**config.mk**
```make
export PLATFORM = sky130hd
export DESIGN_NAME = rv_div
export DESIGN_NICKNAME = d
export VERILOG_FILES = /design/src/rtl/rv_div_pkg.sv /design/src/rtl/rv_div_step.sv /design/src/rtl/rv_div.sv
export SDC_FILE = /design/constraint.sdc
export NUM_CORES = 1
export LEC_CHECK = 0
export CAP_MARGIN = 10
export CORE_MARGIN = 8
export CORE_UTILIZATION = 53
export DETAILED_ROUTE_END_ITERATION = 10
export MAX_ROUTING_LAYER = met4
export PLACE_DENSITY = 0.84
export SYNTH_ARGS = -nofsm -noshare
export SYNTH_HDL_FRONTEND = slang
export SYNTH_SLANG_ARGS = --single-unit
export TNS_END_PERCENT = 10
```
**constraint.sdc**
```tcl
create_clock -name clk -period 3.3 [get_ports clk]
set_input_delay 0.33 -clock clk [delete_from_list [all_inputs] [get_ports clk]]
set_output_delay 0.33 -clock clk [all_outputs]
set_load 0.05 [all_outputs]
```
**src/rtl/rv_div_pkg.sv**
```systemverilog
// Shared types and encodings for the iterative RV M-extension divider.
// Macros: RV64 selects XLEN=64 and enables the W-type encodings.
package rv_div_pkg;

`ifdef RV64
    localparam int XLEN = 64;
`else
    localparam int XLEN = 32;
`endif

    localparam int DIV_TYPE_BUS = 3;
    localparam int DIV_CNT_BUS  = 6;

    localparam logic [DIV_TYPE_BUS-1:0] DIV_DIV_TYPE   = 3'd0;
    localparam logic [DIV_TYPE_BUS-1:0] DIV_DIVU_TYPE  = 3'd1;
    localparam logic [DIV_TYPE_BUS-1:0] DIV_REM_TYPE   = 3'd2;
    localparam logic [DIV_TYPE_BUS-1:0] DIV_REMU_TYPE  = 3'd3;
    localparam logic [DIV_TYPE_BUS-1:0] DIV_DIVW_TYPE  = 3'd4;
    localparam logic [DIV_TYPE_BUS-1:0] DIV_DIVUW_TYPE = 3'd5;
    localparam logic [DIV_TYPE_BUS-1:0] DIV_REMW_TYPE  = 3'd6;
    localparam logic [DIV_TYPE_BUS-1:0] DIV_REMUW_TYPE = 3'd7;

    typedef enum logic [1:0] {
        DIV_ST_IDLE  = 2'd0,
        DIV_ST_CALC  = 2'd1,
        DIV_ST_FIXUP = 2'd2,
        DIV_ST_DONE  = 2'd3
    } div_state_e;

    typedef struct packed {
        logic is_signed;
        logic is_rem;
        logic is_w;
    } div_op_t;

    // Anything not recognised (including W codes on RV32) behaves as DIVU.
    function automatic div_op_t decode_type(input logic [DIV_TYPE_BUS-1:0] t);
        div_op_t o;
        o = '0;
        case (t)
            DIV_DIV_TYPE:  o.is_signed = 1'b1;
            DIV_REM_TYPE:  begin o.is_signed = 1'b1; o.is_rem = 1'b1; end
            DIV_REMU_TYPE: o.is_rem = 1'b1;
`ifdef RV64
            DIV_DIVW_TYPE:  begin o.is_signed = 1'b1; o.is_w = 1'b1; end
            DIV_DIVUW_TYPE: o.is_w = 1'b1;
            DIV_REMW_TYPE:  begin o.is_signed = 1'b1; o.is_rem = 1'b1; o.is_w = 1'b1; end
            DIV_REMUW_TYPE: begin o.is_rem = 1'b1; o.is_w = 1'b1; end
`endif
            default: o = '0;
        endcase
        return o;
    endfunction

endpackage

```
**src/rtl/rv_div_step.sv**
```systemverilog
// Purpose: one combinational restoring-division step on magnitudes.
// Latency: 0 cycles. Backpressure: none, pure combinational.
module rv_div_step
    import rv_div_pkg::*;
(
    input  logic [XLEN-1:0] rem,
    input  logic [XLEN-1:0] quo,
    input  logic [XLEN-1:0] divisor,
    output logic [XLEN-1:0] rem_nxt,
    output logic [XLEN-1:0] quo_nxt
);
    logic [XLEN:0] shifted;
    logic [XLEN:0] trial;

    // rem < divisor always holds, so bit XLEN of trial is set exactly on borrow.
    always_comb begin
        shifted = {rem, quo[XLEN-1]};
        trial   = shifted - {1'b0, divisor};
        if (!trial[XLEN]) begin
            rem_nxt = trial[XLEN-1:0];
            quo_nxt = {quo[XLEN-2:0], 1'b1};
        end else begin
            rem_nxt = shifted[XLEN-1:0];
            quo_nxt = {quo[XLEN-2:0], 1'b0};
        end
    end
endmodule

```
**src/rtl/rv_div.sv**
```systemverilog
// Purpose: iterative radix-2 divider (DIV/DIVU/REM/REMU, W types under RV64; early-out under DIV_EARLY_OUT_EN).
// Latency: N+2 cycles from accept to res_valid, 1 cycle for divide-by-zero/overflow (and early-out).
// Backpressure: div_ready only in IDLE; result held in DONE until res_ready; flush aborts anything.
module rv_div
    import rv_div_pkg::*;
(
    input  logic                    clk,
    input  logic                    rst_n,
    input  logic                    flush,
    input  logic                    div_valid,
    output logic                    div_ready,
    input  logic [DIV_TYPE_BUS-1:0] div_type,
    input  logic [XLEN-1:0]         rs1_data,
    input  logic [XLEN-1:0]         rs2_data,
    output logic                    res_valid,
    input  logic                    res_ready,
    output logic [XLEN-1:0]         res_data
);
    div_state_e             state;
    logic [DIV_CNT_BUS-1:0] cnt;
    logic [XLEN-1:0]        rem;
    logic [XLEN-1:0]        quo;
    logic [XLEN-1:0]        divisor;
    logic                   q_neg;
    logic                   r_neg;
    logic                   is_rem;
`ifdef RV64
    logic                   is_w;
`endif

    div_op_t                op;
    logic [XLEN-1:0]        a_ext;
    logic [XLEN-1:0]        b_ext;
    logic [XLEN-1:0]        a_abs;
    logic [XLEN-1:0]        b_abs;
    logic [XLEN-1:0]        min_neg;
    logic [XLEN-1:0]        special_res;
    logic [XLEN-1:0]        special_out;
    logic [XLEN-1:0]        quo_init;
    logic [DIV_CNT_BUS-1:0] cnt_init;
    logic                   a_neg;
    logic                   b_neg;
    logic                   div_zero;
    logic                   ovf;
    logic                   early;

    logic [XLEN-1:0]        rem_nxt;
    logic [XLEN-1:0]        quo_nxt;
    logic [XLEN-1:0]        q_fix;
    logic [XLEN-1:0]        r_fix;
    logic [XLEN-1:0]        fix_sel;
    logic [XLEN-1:0]        fix_res;

    rv_div_step u_step (
        .rem     (rem),
        .quo     (quo),
        .divisor (divisor),
        .rem_nxt (rem_nxt),
        .quo_nxt (quo_nxt)
    );

    // Operand preparation for the accept cycle.
    always_comb begin
        op       = decode_type(div_type);
        a_ext    = rs1_data;
        b_ext    = rs2_data;
        min_neg  = {1'b1, {(XLEN-1){1'b0}}};
`ifdef RV64
        if (op.is_w) begin
            a_ext   = op.is_signed ? {{32{rs1_data[31]}}, rs1_data[31:0]} : {32'b0, rs1_data[31:0]};
            b_ext   = op.is_signed ? {{32{rs2_data[31]}}, rs2_data[31:0]} : {32'b0, rs2_data[31:0]};
            min_neg = {{33{1'b1}}, 31'b0};
        end
`endif
        a_neg    = op.is_signed & a_ext[XLEN-1];
        b_neg    = op.is_signed & b_ext[XLEN-1];
        a_abs    = a_neg ? -a_ext : a_ext;
        b_abs    = b_neg ? -b_ext : b_ext;
        div_zero = (b_ext == '0);
        ovf      = op.is_signed & (a_ext == min_neg) & (b_ext == '1);
`ifdef DIV_EARLY_OUT_EN
        early    = !div_zero && (a_abs < b_abs);
`else
        early    = 1'b0;
`endif
        if (div_zero)
            special_res = op.is_rem ? a_ext : '1;
        else if (ovf)
            special_res = op.is_rem ? '0 : a_ext;
        else
            special_res = op.is_rem ? a_ext : '0;
        special_out = special_res;
        quo_init    = a_abs;
        cnt_init    = op.is_w ? DIV_CNT_BUS'(31) : DIV_CNT_BUS'(XLEN-1);
`ifdef RV64
        // W results are always the sign-extended low word, even for unsigned types.
        if (op.is_w) begin
            special_out = {{32{special_res[31]}}, special_res[31:0]};
            quo_init    = {a_abs[31:0], 32'b0};
        end
`endif
    end

    always_comb begin
        q_fix   = q_neg ? -quo : quo;
        r_fix   = r_neg ? -rem : rem;
        fix_sel = is_rem ? r_fix : q_fix;
        fix_res = fix_sel;
`ifdef RV64
        if (is_w) fix_res = {{32{fix_sel[31]}}, fix_sel[31:0]};
`endif
    end

    always_ff @(posedge clk or negedge rst_n) begin
        if (!rst_n) begin
            state     <= DIV_ST_IDLE;
            cnt       <= '0;
            rem       <= '0;
            quo       <= '0;
            divisor   <= '0;
            q_neg     <= 1'b0;
            r_neg     <= 1'b0;
            is_rem    <= 1'b0;
`ifdef RV64
            is_w      <= 1'b0;
`endif
            div_ready <= 1'b1;
            res_valid <= 1'b0;
            res_data  <= '0;
        end else if (flush) begin
            state     <= DIV_ST_IDLE;
            div_ready <= 1'b1;
            res_valid <= 1'b0;
        end else begin
            case (state)
                DIV_ST_IDLE: begin
                    if (div_valid) begin
                        div_ready <= 1'b0;
                        q_neg     <= op.is_signed & (a_neg ^ b_neg);
                        r_neg     <= a_neg;
                        is_rem    <= op.is_rem;
`ifdef RV64
                        is_w      <= op.is_w;
`endif
                        if (div_zero || ovf || early) begin
                            res_data  <= special_out;
                            res_valid <= 1'b1;
                            state     <= DIV_ST_DONE;
                        end else begin
                            rem     <= '0;
                            quo     <= quo_init;
                            divisor <= b_abs;
                            cnt     <= cnt_init;
                            state   <= DIV_ST_CALC;
                        end
                    end
                end
                DIV_ST_CALC: begin
                    rem <= rem_nxt;
                    quo <= quo_nxt;
                    cnt <= cnt - DIV_CNT_BUS'(1);
                    if (cnt == '0) state <= DIV_ST_FIXUP;
                end
                DIV_ST_FIXUP: begin
                    res_data  <= fix_res;
                    res_valid <= 1'b1;
                    state     <= DIV_ST_DONE;
                end
                DIV_ST_DONE: begin
                    if (res_ready) begin
                        res_valid <= 1'b0;
                        div_ready <= 1'b1;
                        state     <= DIV_ST_IDLE;
                    end
                end
                default: state <= DIV_ST_IDLE;
            endcase
        end
    end
endmodule
```
==> results of run 1 <==
## worst reg2reg max path, stage by stage (launching register included)
cell and delay, ns:
dfrtp_1 0.37, buf_4 0.15, or2_2 0.33, or4b_1 0.53
or3_1 0.41, or3_4 0.39, o31ai_1 0.26, xnor2_1 0.18
mux2i_1 0.14, a211oi_1 0.27, a21o_1 0.11
## registers in the layout, summed over array words and instances, names as in the netlist
register and count:
rem 32, q_neg 1, is_rem 1, state 2, quo 32, res_valid 1
r_neg 1, div_ready 1, res_data 32, divisor 32, cnt 6
## through the flow
| step | utilization | power, W | area (sq um) | std cells | TNS (ns) |
|---|---|---|---|---|---|
| 2_1_floorplan | - | 0.00637 | 11200 | 1435 | 0 |
| 3_3_place_gp | 0.650 | 0.00806 | 13600 | 1879 | -25.07 |
| 3_5_place_dp | 0.650 | 0.00825 | 13600 | 1879 | -32.03 |
| 4_1_cts | 0.681 | 0.0102 | 14200 | 1912 | 0 |
| 5_1_grt | 0.691 | 0.0111 | 14400 | 1915 | -0.122 |
| 6_report | 0.691 | 0.0105 | 14400 | 1915 | 0 |
## cell families after synthesis
kind of cell,Yosys count,share of synthesized area
DFF,141,0.314
muxes,9,0.00846
buffers and inverters,147,0.0519
AOI/OAI and AO/OA,460,0.254
adders and majority gates,44,0.0497
and+or+nand+nor,488,0.208
xor gates and xnor gates,146,0.114
## routing by layer
metal,GRT usage,vias up
met1,0.341,5488
met5,-,-
met3,0.0428,106
met2,0.428,632
li1,-,5554
met4,0.108,0
## path summary, 6_finish.rpt
check	start	end	slack, ns	cells after the start
worst max-delay path	rs2_data[1]	res_data[27]	0.09	14
worst min-delay path	rst_n	quo[27]	-0.03	1
worst max register to register	rem[0]	res_data[25]	0.09	10
worst min register to register	res_data[7]	res_data[7]	0.48	1
max in group asynchronous	rst_n	div_ready	2.52	2
min in group clk	res_data[7]	res_data[7]	0.48	1
## placed cells by master (no fill, tap or decap), drive strengths merged, types with 4 or more instances in the layout
cell type	n
nand2b	21
ha	43
nand4	26
and2	5
o311ai	20
clkinvlp	5
xor2	71
nor3	27
o31ai	34
inv	53
o41ai	15
clkbuf	24
o21ai	139
dfrtp	140
clkdlybuf4s50	104
nand3	40
and3	6
o21a	9
a31oi	8
a22o	4
nor4	14
or3	23
mux2	4
a211oi	25
o22ai	8
a21oi	130
or4	15
a32oi	7
nand2	168
nor2	118
mux2i	5
o211ai	11
nor2b	8
buf	161
xnor2	75
nor3b	4
a21o	29
## cell usage after synthesis, drive strengths merged, types with 3 or more instances
master    n
a211oi   25
nor4     14
xor2     71
nand2   168
o41ai    15
a311oi    3
a21oi   130
o21ai   139
o21a      9
nand4    26
dfrtp   140
a31oi     8
nand2b   21
a21o     29
nor3     27
xnor2    75
o311ai   20
nor2    118
nand3    40
a32oi     7
nor3b     4
ha       43
a21boi    3
inv      53
a22o      4
o211ai   11
o22ai     8
and2      5
and3      6
or3      23
or4      15
nor2b     8
or2       3
mux2      4
o31ai    34
clkbuf   71
buf      23
mux2i     5
## power by group through the flow
stage | logic (W) | registers [W] | clock network, W
after floorplan | 0.00295 | 0.00342 | 0
after global placement | 0.00518 | 0.00288 | 0
after global routing | 0.00612 | 0.00299 | 0.00199
after CTS | 0.00543 | 0.00290 | 0.00190
final | 0.00565 | 0.00292 | 0.00190
after detailed placement | 0.00534 | 0.00291 | 0
## layout make-up
cell class                      instances  area share
Multi-Input combinational cell       1147       0.508
Sequential cell                       141       0.245
Timing Repair Buffer                  268       0.170
Clock buffer                           21      0.0319
Tap cell                              275      0.0238
Inverter                               53      0.0138
Clock inverter                         10     0.00806
## what timing repair did
action	4_1_cts	5_1_grt
pin swaps	3	22
buffers inserted	2	0
resized for setup	15	33
setup endpoints to repair	55	60
gates cloned	0	3
==> flow_metrics.env, run 1 <==
export IMPL_cap_violations=0
export IMPL_synth_area_leaders="dfrtp_1 31%, o21ai_0 6.2%, xnor2_1 5.8%"
export IMPL_synth_flop_cell="dfrtp_1"
export IMPL_wl_met1_um=14700
export IMPL_status="finished with violations"
export IMPL_grt_max_degree=85
export IMPL_numCtsBuffers=17
export IMPL_tightest_slew_ns=0.907
export IMPL_cts_tree="yes"
export IMPL_firstDrtPassIters=5
export IMPL_drt_antenna_violating_nets=0
export IMPL_core_area_sq_um=20900
export IMPL_crit_path_start_kind="input port"
export IMPL_via_per_inst=6.15
export IMPL_leakage_nw=6.25
export IMPL_setup_ws_ns=0.0906
export IMPL_clk_latency_ns=0.43
export IMPL_crit_top_cell="buf_4"
export IMPL_crit_required_ns=3.61
export IMPL_fin_nets=1744
export IMPL_switchingPower_w=0.00478
export IMPL_cts_buffer_depth=2
export IMPL_final_max_slew_viol_count=0
export IMPL_crit_family="simple AND/OR/NAND/NOR gates"
export IMPL_cpMaxStageDelayCell="or4_4"
export IMPL_crit_buf_inv=6
export IMPL_cts_hold_buffers=0
export IMPL_drive_above_1_share=0.151
export IMPL_routedWlPerCell_um=18.5
export IMPL_yosys_register_bits=141
export IMPL_die_x_um=162
export IMPL_die_height_um=162
export IMPL_drtIter0Drc=905
export IMPL_rsz0062_at_grt="yes"
export IMPL_clock_power_share=0.182
export IMPL_antenna_found_initial=0
export IMPL_grt_pass1_wl_um=57000
export IMPL_wirelength_um=35500
export IMPL_power_density_nw_per_um2=725
export IMPL_pwr_share_comb=0.539
export IMPL_fmax_mhz=312
export IMPL_hpwl_um=25800
export IMPL_crit_chain="clkdlybuf4s50_1 -> inv_1 -> ha_1 -> or3b_4 -> or4_4 -> buf_6 -> or3_1 -> nor3_2 -> buf_4 -> buf_4 -> a21o_4 -> buf_12 -> o22ai_1 -> o41ai_1"
export IMPL_p_sw_frac=0.456
export IMPL_postSynthCellCount=1435
export IMPL_cp_slowest_stage_delay_ns=0.46
export IMPL_setup_violations=0
export IMPL_min_period_ns=3.21
export IMPL_overflow=0
export IMPL_clk_pin_slew_ns=0.06
export IMPL_rows=53
export IMPL_wl_met3_um=3090
export IMPL_end_kind="flop"
export IMPL_routed_top_layer="met4"
export IMPL_crit_type="input port to flop"
export IMPL_arrival_ns=3.52
export IMPL_grt_pass1_vias=11444
export IMPL_grt_total_usage=0.270
export IMPL_place_ws_ns=-0.491
export IMPL_drc=0
export IMPL_whs_ns=-0.0314
export IMPL_hp_class="input port to asynchronous set/reset pin"
export IMPL_multi_input_area_sq_um=7330
export IMPL_fin_crit_sh=0.973
export IMPL_placement_io_buffers=105
export IMPL_routabilityCongestion=0.986
export IMPL_violations="hold timing"
export IMPL_pwr_share_seq=0.279
export IMPL_seqCellArea_sq_um=3530
export IMPL_cts_root_buffer="clkbuf_16"
export IMPL_netlist_area_sq_um=11200
export IMPL_yosysSeqAreaShare=0.314
export IMPL_synth_top_area_share=0.312
export IMPL_peakVddDrop_v=0.000363
export IMPL_vias=11780
export IMPL_yosysUniqueCellTypes=67
export IMPL_cp_max_fo=16
export IMPL_cts_sinks=141
export IMPL_ys_warnings_count=0
export IMPL_start_util=0.538
export IMPL_internal_power_w=0.00569
export IMPL_async_reset_ff_frac=1.00
export IMPL_ios=106
export IMPL_htree_levels=4
export IMPL_hold_violations=26
export IMPL_relSlewSlack=0.395
export IMPL_syn2layout_area_growth_pct=28.4
export IMPL_synth_edf_count=0
export IMPL_die_area_sq_um=26100
export IMPL_syn_area_per_cell_sq_um=7.83
export IMPL_syn_nets=1551
export IMPL_nFillCells=1665
export IMPL_wl_met2_um=16500
export IMPL_antenna_cells=0
export IMPL_clock_skew_ns=0.00846
export IMPL_yosysTopAreaCell="dfrtp_1"
Note: power is estimated with default switching activity, not from simulation.
==> run 2: changes to the inputs <==
Settings changed: CORE_UTILIZATION 53 to 54, SYNTH_HIERARCHICAL set to 1.
Clock period 3.3 ns to 2.7 ns, I/O delays scaled along.
==> run 2 against run 1 <==
The flow finishes with violations (capacitance limit, slew limit, setup timing). Via count grew 13%. Setup slack lost 0.80 ns. Sequential power grew 26%. Combinational power grew 46%. Critical path type is now flop to flop.
==> flow_metrics.env, run 2 <==
export IMPL_status="finished with violations"
export IMPL_violations="capacitance limit, slew limit, setup timing"
export IMPL_grt_pass1_vias=13023
export IMPL_end_kind="flop"
export IMPL_netlist_area_sq_um=12100
export IMPL_synthAdderAreaFrac=0.0461
export IMPL_hold_violations=0
export IMPL_place_ws_ns=-0.502
export IMPL_yosysSeqAreaShare=0.291
export IMPL_hpwl_um=30700
export IMPL_r2r_slack_ns=-0.71
export IMPL_synth_compound_area_frac=0.228
export IMPL_setup_violations=36
export IMPL_mostFrequentLayoutCells="283 x buf_4, 192 x nand2_1, 140 x dfrtp_1"
export IMPL_crit_required_ns=2.97
export IMPL_yosys_register_bits=141
export IMPL_syn_area_per_cell_sq_um=8.11
export IMPL_routabilityCongestion=0.973
export IMPL_clock_skew_ns=0.0115
export IMPL_rows=55
export IMPL_fmax_mhz=293
export IMPL_drtIter0Drc=1578
export IMPL_yosys_area_share_simple=0.217
export IMPL_antenna_cells=0
export IMPL_ios=106
export IMPL_antenna_found_initial=0
export IMPL_synth_most_common_cell="nand2_1"
export IMPL_cts_sinks=141
export IMPL_reg2reg_to="res_data[20]"
export IMPL_muxShareOfSynthArea=0.0499
export IMPL_core_area_sq_um=22400
export IMPL_tightest_slew_ns=1.50
export IMPL_drive_above_1_share=0.246
export IMPL_cts_buffer_depth=2
export IMPL_numCtsBuffers=17
export IMPL_synth_top_family_by_area="compound AO/OA/AOI/OAI gates"
export IMPL_synth_flop_cell="dfrtp_1"
export IMPL_die_area_sq_um=27500
export IMPL_synth_xor_area_share=0.0932
export IMPL_htree_levels=4
export IMPL_ys_warnings_count=6
export IMPL_leakage_nw=7.33
export IMPL_cap_violations=1
export IMPL_cts_root_buffer="clkbuf_16"
export IMPL_wl_met3_um=3750
export IMPL_postSynthCellCount=1494
export IMPL_die_x_um=166
export IMPL_die_height_um=166
export IMPL_cp_max_fo=5
export IMPL_wirelength_um=42700
export IMPL_layout_commonest_cell="buf_4"
export IMPL_crit_type="flop to flop"
export IMPL_fin_nets=1913
export IMPL_routedWlPerCell_um=20.4
export IMPL_cts_tree="yes"
export IMPL_placement_io_buffers=105
export IMPL_vias=13274
export IMPL_whs_ns=0.367
export IMPL_async_reset_ff_frac=1.00
export IMPL_crit_reg2reg_launch="rem[6]"
export IMPL_clk_latency_ns=0.44
export IMPL_ys_top_cells_by_count="194 x nand2_1, 140 x dfrtp_1, 117 x a21oi_1"
export IMPL_startpoint="rem[6]"
export IMPL_report_power_total_w=0.0145
export IMPL_synth_edf_count=0
export IMPL_syn2layout_area_growth_pct=33.4
export IMPL_peakVddDrop_v=0.000813
export IMPL_wl_met1_um=17000
export IMPL_nFillCells=1574
export IMPL_r2r_cells=6
export IMPL_relSlewSlack=-0.0139
export IMPL_drt_antenna_violating_nets=0
export IMPL_routed_top_layer="met4"
export IMPL_final_max_slew_viol_count=2
export IMPL_wl_met2_um=20000
export IMPL_final_setup_tns_ns=-19.16
export IMPL_overflow=0
export IMPL_synth_top_area_share=0.289
export IMPL_grt_total_usage=0.303
export IMPL_grt_max_degree=60
export IMPL_rsz0062_at_grt="yes"
export IMPL_start_util=0.542
export IMPL_setup_ws_ns=-0.707
export IMPL_multi_input_area_sq_um=7990
export IMPL_clk_pin_slew_ns=0.07
export IMPL_min_period_ns=3.41
export IMPL_drc=0
export IMPL_hp_class="input port to asynchronous set/reset pin"
export IMPL_arrival_ns=3.68
export IMPL_seqCellArea_sq_um=3530
export IMPL_firstDrtPassIters=9
export IMPL_fin_crit_sh=1.26
export IMPL_yosysTopAreaCell="dfrtp_1"
export IMPL_syn_nets=1610
export IMPL_crit_path_start_kind="flop"
export IMPL_grt_pass1_wl_um=66800
export IMPL_power_density_nw_per_um2=900
export IMPL_synth_area_leaders="dfrtp_1 29%, nand2_1 6.0%, xnor2_1 5.1%"
export IMPL_yosysUniqueCellTypes=96
export IMPL_via_per_inst=6.34
-- run 2: cell types whose count changed in the layout (fill, tap and decap cells not counted), moves of 15 or more --
| cell | previous run | this run |
|---|---|---|
| o31ai_1 | 34 | 49 |
| buf_4 | 148 | 283 |
| nand2_1 | 167 | 192 |
| nand3_1 | 40 | 61 |
| o21ai_0 | 139 | 87 |
| mux2_4 | 0 | 24 |
-- run 2: area by class of cell --
class | instances | share of cell area
multi-input cells | 1181 | 0.494
repair buffers | 401 | 0.212
well taps | 285 | 0.0221
clock inverters | 12 | 0.0114
repair inverters | 2 | 0.00139
inverters | 53 | 0.0131
flip-flops and latches | 141 | 0.218
clock buffers | 19 | 0.0280
-- run 2: critical path: stages, from the launching register on --
cell       delay (ns)
dfrtp_1          0.41
buf_4            0.17
or4_1            0.59
nand4bb_1        0.25
or3_1            0.40
o311ai_0         1.22
o41ai_2          0.19
-- run 2: repair_timing --
action / in CTS / in global routing
pin swaps: 6 / 18
endpoints found under the hold margin: 55 / 0
hold buffers: 1 / 0
gates cloned: 2 / 1
endpoints found under the setup margin: 41 / 75
setup buffers: 5 / 3
gates resized for setup: 19 / 45
-- run 2: worst max path at each step --
stage | depth (start not counted) | slack, ns | endpoint
after global routing | 6 | -0.78 | res_data[20]
final | 6 | -0.71 | res_data[20]
after detailed placement | 15 | -0.50 | rem[5]
after floorplan | 17 | -0.54 | rem[13]
after CTS | 15 | -0.45 | rem[17]
after global placement | 11 | -0.52 | res_data[5]
-- run 2: cell families (layout without fill, tap and decap cells) --
logic type | after synthesis | count (layout)
buffers and inverters | 172 | 487
AND/OR/NAND/NOR | 537 | 537
XOR/XNOR | 129 | 129
flip-flops | 141 | 141
multiplexers | 48 | 48
AO/OA/AOI/OAI | 423 | 423
adder cells (fa/ha/maj) | 44 | 44
-- run 2: power breakdown --
group / switching (W) / internal, W / leakage (nW)
combinational: 0.00476 / 0.00350 / 5.25
clock: 0.00102 / 0.00160 / 0.306
sequential: 0.000803 / 0.00287 / 1.77
total: 0.00658 / 0.00797 / 7.33
-- run 2: metal layers --
layer / vias to the layer above / global-route usage
li1: 5995 / -
met1: 6259 / 0.372
met2: 827 / 0.485
met3: 193 / 0.0528
met4: 0 / 0.133
met5: - / -
-- run 2: per-stage QoR --
step	std cells	area, sq um	utilization
detailed placement	2051	15100	0.677
global placement	2051	15100	0.677
CTS	2090	15900	0.712
global route	2094	16200	0.723
finish	2094	16200	0.723
floorplan	1494	12100	-
